`config.mk`:
```
export PLATFORM = sky130hd
export DESIGN_NAME = hockey_match_ctrl
export DESIGN_NICKNAME = d
export VERILOG_FILES = /design/src/rtl/hockey_pkg.sv /design/src/rtl/hockey_btn_edge.sv /design/src/rtl/hockey_match_ctrl.sv
export SDC_FILE = /design/constraint.sdc
export NUM_CORES = 1
export LEC_CHECK = 0
export CAP_MARGIN = 10
export CORE_AREA = 2 2 56 58
export DETAILED_ROUTE_END_ITERATION = 8
export DIE_AREA = 0 0 58 60
export HOLD_SLACK_MARGIN = 0.15
export PLACE_DENSITY = 0.73
export SLEW_MARGIN = 30
export SYNTH_ARGS = -nofsm -noshare
export SYNTH_HDL_FRONTEND = slang
export SYNTH_HIERARCHICAL = 1
export SYNTH_SLANG_ARGS = --single-unit
```
`constraint.sdc`:
```
create_clock -name clk -period 4.83 [get_ports clk]
set_input_delay 0.966 -clock clk [delete_from_list [all_inputs] [get_ports clk]]
set_output_delay 0.966 -clock clk [all_outputs]
set_load 0.01 [all_outputs]
```
`src/rtl/hockey_pkg.sv`:
```
// Shared encodings for the hockey match sequencer: FSM states, player ids,
// direction codes and the default serve Y position.
// Config macro: HOCKEY_SERVE_TIMEOUT_EN (consumed by hockey_match_ctrl).
package hockey_pkg;

  typedef enum logic [2:0] {
    IDLE      = 3'd0,
    SERVE     = 3'd1,
    RALLY     = 3'd2,
    ISSUE     = 3'd3,
    GAME_OVER = 3'd4
  } state_e;

  localparam logic PLAYER_A = 1'b0;
  localparam logic PLAYER_B = 1'b1;

  localparam logic [1:0] DIR_STRAIGHT = 2'd0;
  localparam logic [1:0] DIR_UP       = 2'd1;
  localparam logic [1:0] DIR_DOWN     = 2'd2;
  localparam logic [1:0] DIR_ILLEGAL  = 2'd3;

  localparam logic [2:0] Y_CENTER = 3'd2;

  // A direction is usable for a hit unless it is the reserved code
  function automatic logic dir_legal(input logic [1:0] dir);
    return dir != DIR_ILLEGAL;
  endfunction

endpackage

```
`src/rtl/hockey_btn_edge.sv`:
```
// Per-player button front end: rising-edge press detect plus legal-direction qualify.
// Latency: combinational press outputs from the current button level and one history flop.
// Backpressure: none; a held button produces a single press.
module hockey_btn_edge
  import hockey_pkg::*;
(
  input  logic       clk,
  input  logic       rst,
  input  logic       btn_i,
  input  logic [1:0] dir_i,
  output logic       press_o,
  output logic       legal_o
);

  logic btn_q;

  // Button history for edge detection
  always_ff @(posedge clk or negedge rst) begin
    if (!rst) begin
      btn_q <= 1'b0;
    end else begin
      btn_q <= btn_i;
    end
  end

  assign press_o = btn_i & ~btn_q;
  assign legal_o = press_o & dir_legal(dir_i);

endmodule

```
`src/rtl/hockey_match_ctrl.sv`:
```
// Match sequencer: arbitrates player presses, issues one hit command at a time, keeps score.
// Latency: press cycle -> hit_valid one cycle later; goals update score on the next edge.
// Backpressure: hit command held stable while hit_ready is low. Macro HOCKEY_SERVE_TIMEOUT_EN adds auto-serve.
module hockey_match_ctrl
  import hockey_pkg::*;
#(
  parameter int WIN_SCORE     = 3,
  parameter int SCORE_W       = 3,
  parameter int SERVE_TIMEOUT = 16
) (
  input  logic               clk,
  input  logic               rst,
  input  logic               btn_a,
  input  logic               btn_b,
  input  logic [1:0]         dir_a,
  input  logic [1:0]         dir_b,
  input  logic [2:0]         y_a,
  input  logic [2:0]         y_b,
  input  logic               goal_a,
  input  logic               goal_b,
  input  logic               hit_ready,
  output logic               hit_valid,
  output logic               hit_player,
  output logic [1:0]         hit_dir,
  output logic [2:0]         hit_y,
  output logic               turn,
  output logic [SCORE_W-1:0] score_a,
  output logic [SCORE_W-1:0] score_b,
  output logic               game_over,
  output logic               winner
);

  localparam logic [SCORE_W-1:0] WIN_V = SCORE_W'(WIN_SCORE);

  logic press_a, press_b, legal_a, legal_b;

  hockey_btn_edge u_edge_a (
    .clk(clk), .rst(rst), .btn_i(btn_a), .dir_i(dir_a), .press_o(press_a), .legal_o(legal_a)
  );
  hockey_btn_edge u_edge_b (
    .clk(clk), .rst(rst), .btn_i(btn_b), .dir_i(dir_b), .press_o(press_b), .legal_o(legal_b)
  );

  state_e             state_q, state_d;
  logic               turn_q, hit_player_q, winner_q;
  logic [1:0]         hit_dir_q;
  logic [2:0]         hit_y_q;
  logic [SCORE_W-1:0] score_a_q, score_b_q;

  // Next-cycle actions decided by the FSM
  logic               cap_en, cap_player, inc_a, inc_b, flip, clear;
  logic [1:0]         cap_dir;
  logic [2:0]         cap_y;
  logic               timeout;

  // Only the player whose turn it is may hit in SERVE and RALLY
  logic               turn_legal;
  logic [1:0]         turn_dir;
  logic [2:0]         turn_y;
  logic [SCORE_W-1:0] sa_inc, sb_inc;

  assign turn_legal = turn_q ? legal_b : legal_a;
  assign turn_dir   = turn_q ? dir_b : dir_a;
  assign turn_y     = turn_q ? y_b : y_a;
  assign sa_inc     = score_a_q + 1'b1;
  assign sb_inc     = score_b_q + 1'b1;

`ifdef HOCKEY_SERVE_TIMEOUT_EN
  localparam int TW = (SERVE_TIMEOUT > 1) ? $clog2(SERVE_TIMEOUT) : 1;
  localparam logic [TW-1:0] TMO_LAST = TW'(SERVE_TIMEOUT - 1);
  logic [TW-1:0] tmr_q;

  // Serve wait counter: zero outside SERVE, counts SERVE cycles up to the timeout
  always_ff @(posedge clk or negedge rst) begin
    if (!rst) begin
      tmr_q <= '0;
    end else if (state_q != SERVE) begin
      tmr_q <= '0;
    end else if (tmr_q != TMO_LAST) begin
      tmr_q <= tmr_q + 1'b1;
    end
  end

  assign timeout = (state_q == SERVE) && (tmr_q == TMO_LAST);
`else
  assign timeout = 1'b0;
`endif

  // FSM state register
  always_ff @(posedge clk or negedge rst) begin
    if (!rst) begin
      state_q <= IDLE;
    end else begin
      state_q <= state_d;
    end
  end

  // Next state and per-cycle actions; goals outrank presses in RALLY
  always_comb begin
    state_d    = state_q;
    cap_en     = 1'b0;
    cap_player = turn_q;
    cap_dir    = turn_dir;
    cap_y      = turn_y;
    inc_a      = 1'b0;
    inc_b      = 1'b0;
    flip       = 1'b0;
    clear      = 1'b0;
    case (state_q)
      IDLE: begin
        if (legal_a) begin
          cap_en = 1'b1; cap_player = PLAYER_A; cap_dir = dir_a; cap_y = y_a;
          state_d = ISSUE;
        end else if (legal_b) begin
          cap_en = 1'b1; cap_player = PLAYER_B; cap_dir = dir_b; cap_y = y_b;
          state_d = ISSUE;
        end
      end
      SERVE: begin
        if (turn_legal) begin
          cap_en = 1'b1;
          state_d = ISSUE;
        end else if (timeout) begin
          cap_en = 1'b1; cap_dir = DIR_STRAIGHT; cap_y = Y_CENTER;
          state_d = ISSUE;
        end
      end
      RALLY: begin
        if (goal_a) begin
          inc_a = 1'b1;
          state_d = (sa_inc == WIN_V) ? GAME_OVER : SERVE;
        end else if (goal_b) begin
          inc_b = 1'b1;
          state_d = (sb_inc == WIN_V) ? GAME_OVER : SERVE;
        end else if (turn_legal) begin
          cap_en = 1'b1;
          state_d = ISSUE;
        end
      end
      ISSUE: begin
        if (hit_ready) begin
          flip = 1'b1;
          state_d = RALLY;
        end
      end
      GAME_OVER: begin
        if (press_a && press_b) begin
          clear = 1'b1;
          state_d = IDLE;
        end
      end
      default: state_d = IDLE;
    endcase
  end

  // Captured command, turn, scores and winner
  always_ff @(posedge clk or negedge rst) begin
    if (!rst) begin
      turn_q       <= PLAYER_A;
      hit_player_q <= PLAYER_A;
      hit_dir_q    <= '0;
      hit_y_q      <= '0;
      score_a_q    <= '0;
      score_b_q    <= '0;
      winner_q     <= PLAYER_A;
    end else if (cap_en) begin
      hit_player_q <= cap_player;
      hit_dir_q    <= cap_dir;
      hit_y_q      <= cap_y;
      turn_q       <= cap_player;
    end else if (flip) begin
      turn_q <= ~turn_q;
    end else if (inc_a) begin
      score_a_q <= sa_inc;
      turn_q    <= PLAYER_B;
      if (sa_inc == WIN_V) winner_q <= PLAYER_A;
    end else if (inc_b) begin
      score_b_q <= sb_inc;
      turn_q    <= PLAYER_A;
      if (sb_inc == WIN_V) winner_q <= PLAYER_B;
    end else if (clear) begin
      score_a_q <= '0;
      score_b_q <= '0;
    end
  end

  // Moore outputs decoded from the state register
  always_comb begin
    hit_valid = (state_q == ISSUE);
    game_over = (state_q == GAME_OVER);
  end

  assign hit_player = hit_player_q;
  assign hit_dir    = hit_dir_q;
  assign hit_y      = hit_y_q;
  assign turn       = turn_q;
  assign score_a    = score_a_q;
  assign score_b    = score_b_q;
  assign winner     = winner_q;

endmodule

```
**Word level (Yosys, flattened, before mapping)**

Cells that the tools add are included.

- Bitwise logic cells: 10
- Multipliers: 0
- Reductions and logical operators: 11
- Magnitude comparators: 0
- Muxes and demuxes: 49
- Equality and inequality tests: 13
- Divide/modulo/power cells: 0
- Add/subtract/negate cells: 2
- Shifts and indexed selects: 0

Operator list:

| operator | count |
|---|---|
| 3-bit two-way mux | 17 |
| 1-bit two-way mux | 26 |
| 3-bit case mux with 5 select lines | 1 |
| 3-bit by 2-bit == test with 1-bit output (second input constant) | 4 |
| 2-bit two-way mux | 4 |
| 2-bit != test (second input constant) | 4 |
| 4-bit AND reduction | 2 |
| 2-bit nonzero test | 4 |
| 3-bit by 1-bit adder with 3-bit output (second input constant) | 2 |
| 1-bit inverter | 6 |
| 5-bit AND reduction | 1 |
| 1-bit AND | 4 |
| 2-bit by 1-bit != test with 1-bit output (second input constant) | 2 |
| 4-bit nonzero test | 1 |
| 3-bit by 1-bit == test with 1-bit output (second input constant) | 1 |
| 3-bit == test (second input constant) | 1 |
| 3-bit zero test | 1 |
| 3-bit != test (second input constant) | 1 |
| 1-bit case mux with 3 select lines | 1 |
| 3-bit AND reduction | 1 |
| 1-bit logical AND | 1 |

- Bits in latches: 0
- ROM bits: 0
- Memories kept: 0
- Input bits: 17
- Word-level logic and storage cells: 95
- Bits in writable memories: 0
- Register bits after elaboration: 19

**Longest topological paths before layout**

- Depth in word-level cells: 10
- Gate-level depth with buffers: 6
- Mapped depth without buffers: 6

**By module**

The synthesis kept the hierarchy.

Modules (own cells, without submodules):

| module | instances | area each (µm²) | cells each |
|---|---|---|---|
| hockey_match_ctrl | 1 | 1129.8 | 114 |
| hockey_btn_edge | 2 | 50.0 | 3 |

**Worst setup path before layout**

OpenSTA, ideal clock, no wires.

- Path kind: in2reg
- Start point: input btn_a
- End point: register hit_dir_q[0] (netlist: hit_dir[0])
- Arrival: 2.515 ns
- Library setup time: 0.125 ns
- Slack: 2.191 ns
- Cell stages on the path: 6
- Required time: 4.705 ns
- Path through: nor2b_4 > a21boi_2 > or4b_1 > o21ai_2 > mux2_2 > mux2_2

- Cells in the longest elaborated chain, start to end: 7
- Elaborated cells on any way between the ends: 10
- Classes of those cells: mux: 8; bitwise: 2

Ends and longest elaborated chain:

| item | RTL line | source |
|---|---|---|
| from (decl) | hockey_match_ctrl.sv:13 | `input logic btn_a,` |
| 1-bit AND (*) | hockey_btn_edge.sv:26 | `assign press_o = btn_i & ~btn_q;` |
| 1-bit AND (*) | hockey_btn_edge.sv:27 | `assign legal_o = press_o & dir_legal(dir_i);` |
| via legal_a | hockey_match_ctrl.sv:35 | `logic press_a, press_b, legal_a, legal_b;` |
| 1-bit two-way mux | hockey_match_ctrl.sv:62 | `assign turn_legal = turn_q ? legal_b : legal_a;` |
| 1-bit two-way mux | hockey_match_ctrl.sv:120 | `if (turn_legal) begin` |
| 1-bit two-way mux | hockey_match_ctrl.sv:132 | `end else if (goal_b) begin` |
| 1-bit two-way mux | hockey_match_ctrl.sv:129 | `if (goal_a) begin` |
| 1-bit case mux with 3 select lines | hockey_match_ctrl.sv:109 | `case (state_q)` |
| to (signal assigned) | hockey_match_ctrl.sv:168 | `hit_dir_q <= cap_dir;` |
| to (decl) | hockey_match_ctrl.sv:46 | `logic [1:0] hit_dir_q;` |

The timed path passes the listed nets; every way through them passes the cells marked *.
A chain may end at the register's enable or synchronous reset.

**Final worst setup path**

- Start point: register state_q[0]
- End point: output game_over

- Cells in the longest elaborated chain, start to end: 1

Ends and longest elaborated chain:

| item | RTL line | source |
|---|---|---|
| from (decl) | hockey_match_ctrl.sv:44 | `state_e state_q, state_d;` |
| from (signal assigned) | hockey_match_ctrl.sv:94 | `state_q <= state_d;` |
| 3-bit == test | hockey_match_ctrl.sv:190 | `game_over = (state_q == GAME_OVER);` |
| to (decl) | hockey_match_ctrl.sv:29 | `output logic game_over,` |

No other way between the ends.

==> impl_metrics.prom <==
# TYPE chip_impl_metric gauge
chip_impl_info{name="status",value="completed"} 1
chip_impl_metric{name="p_per_area",unit="nW/µm²"} 514
chip_impl_metric{name="grt_pass1_vias",unit=""} 1028
chip_impl_metric{name="timing.hold.worst_path_depth",unit=""} 1
chip_impl_metric{name="worstPathBufferInverterCount",unit=""} 1
chip_impl_metric{name="die-area",unit="µm²"} 3480
chip_impl_metric{name="grt_util_all_layers",unit=""} 0.168
chip_impl_metric{name="core-area",unit="µm²"} 2900
chip_impl_metric{name="cts.reportedPaths.clkPinSlew",unit="ns"} 0.11
chip_impl_metric{name="post-route-util",unit=""} 0.542
chip_impl_metric{name="dpl_wire_length",unit="mm"} 1.94
chip_impl_metric{name="synth_enable_flop_cells",unit=""} 0
chip_impl_metric{name="clock_latency",unit="ns"} 0.29
chip_impl_info{name="cts.root.buffer_cell",value="clkbuf_4"} 1
chip_impl_metric{name="floorplan.die.width",unit="µm"} 58
chip_impl_metric{name="max-cap-violations",unit=""} 0
chip_impl_metric{name="irDropWorstVdd",unit="µV"} 302
chip_impl_metric{name="leakage",unit="nW"} 0.611
chip_impl_metric{name="routed_wire_length_per_instance",unit="µm"} 14.5
chip_impl_info{name="cp_cell_sequence",value="nor3b_1 -> clkdlybuf4s50_1"} 1
chip_impl_metric{name="max_freq",unit="MHz"} 332
chip_impl_info{name="critical_path.startpoint",value="state_q[0]$_DFFE_PN0P_"} 1
chip_impl_info{name="reg2reg_to",value="hit_y[0]$_DFFE_PN0P_"} 1
chip_impl_metric{name="numCtsBuffers",unit=""} 3
chip_impl_metric{name="final_critical_path_setup_slack",unit="ns"} 1.81
chip_impl_metric{name="netlist.area_leader.share",unit=""} 0.387
chip_impl_metric{name="post-route-period-util",unit=""} 0.624
chip_impl_metric{name="post_cts_hold_buffer_count",unit=""} 0
chip_impl_metric{name="timing.final.crit_period",unit="ns"} 3.02
chip_impl_info{name="hold_end",value="hit_y[0]$_DFFE_PN0P_"} 1
chip_impl_metric{name="port-buffer-count",unit=""} 32
chip_impl_metric{name="yosysWarningCount",unit=""} 6
chip_impl_metric{name="worst-path-max-fanout",unit=""} 20
chip_impl_metric{name="async_flop_share",unit=""} 1.00
chip_impl_metric{name="postCtsResizedCells",unit=""} 0
chip_impl_metric{name="cts-htree-levels",unit=""} 1
chip_impl_metric{name="placed_cells_incl_taps",unit=""} 178
chip_impl_metric{name="ios",unit=""} 33
chip_impl_metric{name="finalWirelength",unit="mm"} 2.63
chip_impl_metric{name="place_worst_setup_slack",unit="ns"} 1.55
chip_impl_metric{name="final-max-slew-violation-count",unit=""} 0
chip_impl_metric{name="max-clock-path-buffers",unit=""} 2
chip_impl_info{name="worst_path_max_delay_cell",value="clkdlybuf4s50_1"} 1
chip_impl_metric{name="place_area",unit="µm²"} 1550
chip_impl_metric{name="design_area",unit="µm²"} 1570
chip_impl_metric{name="post_cts_setup_driven_buffer_insertion_count",unit=""} 0
chip_impl_metric{name="via_count",unit=""} 1024
chip_impl_metric{name="initial_utilization",unit=""} 0.424
chip_impl_metric{name="yosys_register_bits",unit=""} 19
chip_impl_metric{name="antenna_found_initial",unit=""} 0
chip_impl_info{name="worstSetupPathType",value="reg2out"} 1
chip_impl_info{name="synthDominantAreaCellType",value="dfrtp_1"} 1
chip_impl_metric{name="drt_pre_antenna_iters",unit=""} 4
chip_impl_info{name="worstHoldStart",value="hit_y[0]$_DFFE_PN0P_"} 1
chip_impl_metric{name="postSynthCellCount",unit=""} 120
chip_impl_info{name="synthFlopType",value="dfrtp_1"} 1
chip_impl_metric{name="finish.net_count",unit=""} 171
chip_impl_info{name="worstSetupStartpointType",value="flop"} 1
chip_impl_info{name="ys_top_cells_by_area",value="dfrtp_1 39%, mux2_2 12%, o21ai_0 4.5%"} 1
chip_impl_info{name="worstSetupEndpointType",value="output pin"} 1
chip_impl_metric{name="synthToLayoutAreaGrowth",unit="%"} 27.9
chip_impl_info{name="timing.rr.start",value="u_edge_a/btn_q$_DFF_PN0_"} 1
chip_impl_metric{name="setup_viol_count_final",unit=""} 0
chip_impl_metric{name="critical_path_required",unit="ns"} 3.86
chip_impl_metric{name="yosysSeqAreaShare",unit=""} 0.387
chip_impl_metric{name="final-hold-violation-count",unit=""} 0
chip_impl_metric{name="synthesized_cell_area",unit="µm²"} 1230
chip_impl_metric{name="finalSetupTns",unit="ns"} 0
chip_impl_metric{name="max_slew_margin",unit=""} 0.543
chip_impl_info{name="ys_top_cells_by_count",value="19 x dfrtp_1, 13 x mux2_2, 11 x o21ai_0, 7 x inv_1"} 1
chip_impl_metric{name="globalplace.congestion",unit=""} 0.823
chip_impl_info{name="tritoncts_clock_tree",value="built"} 1
chip_impl_metric{name="synthDistinctLibCells",unit=""} 46
chip_impl_metric{name="cts_sinks",unit=""} 19
chip_impl_metric{name="r2r_slack",unit="ns"} 2.63
chip_impl_info{name="min_path_type",value="reg2reg"} 1
chip_impl_metric{name="synth.avg_cell_area",unit="µm²"} 10.2
chip_impl_metric{name="antenna_cells",unit=""} 0
chip_impl_metric{name="drt_iter0_markers",unit=""} 26
chip_impl_metric{name="grt_max_degree",unit=""} 21
chip_impl_info{name="worst_path_dominant_cell_family",value="buffers and inverters"} 1
chip_impl_info{name="yosysMostFrequentCell",value="dfrtp_1"} 1
chip_impl_metric{name="chip_height",unit="µm"} 60
chip_impl_info{name="rsz0062_at_grt",value="false"} 1
chip_impl_metric{name="instances_no_fill",unit=""} 182
chip_impl_metric{name="post-route-drc-count",unit=""} 0
chip_impl_metric{name="grt_pass1_wl",unit="mm"} 4.49
chip_impl_metric{name="postRouteAntennaNets",unit=""} 0
chip_impl_metric{name="drt-vias-per-instance",unit=""} 5.63
chip_impl_metric{name="grt_overflow",unit=""} 0
chip_impl_metric{name="r2r.worst_path.cells",unit=""} 6
chip_impl_metric{name="synth.net_count",unit=""} 141
chip_impl_metric{name="critPathArrivalTime",unit="ns"} 2.05
chip_impl_metric{name="worst-slew-pin-transition",unit="ns"} 0.684
chip_impl_metric{name="skew",unit="ns"} 0.00529
chip_impl_metric{name="critPathMaxStageDelay",unit="ns"} 0.63
chip_impl_metric{name="placement_rows",unit=""} 20
chip_impl_metric{name="final_layout_size_suffix_gt1_frac",unit=""} 0.168
-- final cells by class --
cell class	instances	area [µm²]
clock buffer	4	26.3
fill	273	1330
inverter	7	26.3
multi-input combinational	87	688
sequential	19	475
tap	33	41.3
timing repair buffer	32	315
-- worst max-delay path by stage --
| stage | endpoint | cells after the start |
|---|---|---|
| finish | game_over | 2 |
| global route | game_over | 2 |
| CTS | game_over | 2 |
| detailed placement | hit_y[0]$_DFFE_PN0P_ | 7 |
| global placement | hit_dir[1]$_DFFE_PN0P_ | 7 |
| floorplan | hit_dir[0]$_DFFE_PN0P_ | 6 |
-- state kept, by name (all words and copies together), names as in the netlist --
register / cells
hit_y: 3
score_a: 3
score_b: 3
state_q: 3
hit_dir: 2
hit_player: 1
turn: 1
u_edge_a/btn_q: 1
u_edge_b/btn_q: 1
winner: 1
-- per-layer routing --
| metal | up-vias | part of all wire | global-route usage |
|---|---|---|---|
| met5 | - | 0 | 0 |
| met4 | 0 | 0.011 | 0.0764 |
| met3 | 4 | 0.029 | 0.0260 |
| met2 | 17 | 0.50 | 0.273 |
| met1 | 505 | 0.46 | 0.221 |
| li1 | 498 | - | - |
-- placed cells by master (no fill, tap or decap), drive strengths merged, types with 3 or more instances in the layout --
master	instances
inv	7
dfrtp	19
clkdlybuf4s50	31
clkbuf	4
mux2	13
nor2	6
nor3b	3
a21oi	5
nand2	6
nor2b	4
o21ai	13
ha	4
-- worst reg2reg max path: cells and delay by family (launching register included) --
kind               cells  cell delay (ns)
DFF                    1             0.41
AOI/OAI and AO/OA      2             0.42
and+or+nand+nor        2             0.62
muxes                  2             0.64
-- per-stage QoR --
step	hold WS, ns	total power [mW]
finish	0.519	0.809
global route	0.543	0.878
CTS	0.527	0.819
detailed placement	0.500	0.736
global placement	0.492	0.718
floorplan	0.534	0.568
-- kinds of logic (layout without fill, tap and decap cells) --
group / Yosys count / after routing / share of synthesized area
adders and majority gates: 4 / 4 / 0.0407
and+or+nand+nor: 32 / 32 / 0.182
xor gates and xnor gates: 1 / 1 / 0.00712
AOI/OAI and AO/OA: 37 / 37 / 0.211
muxes: 13 / 13 / 0.119
DFF: 19 / 19 / 0.387
buffers and inverters: 14 / 43 / 0.0539
-- where the power goes --
part           internal, mW  leakage (nW)  switching, mW
clock                0.0321        0.0150         0.0475
sequential            0.221         0.225         0.0888
combinational         0.247         0.370          0.172
total                 0.500         0.611          0.309
Power figures use the tool's default switching activity.
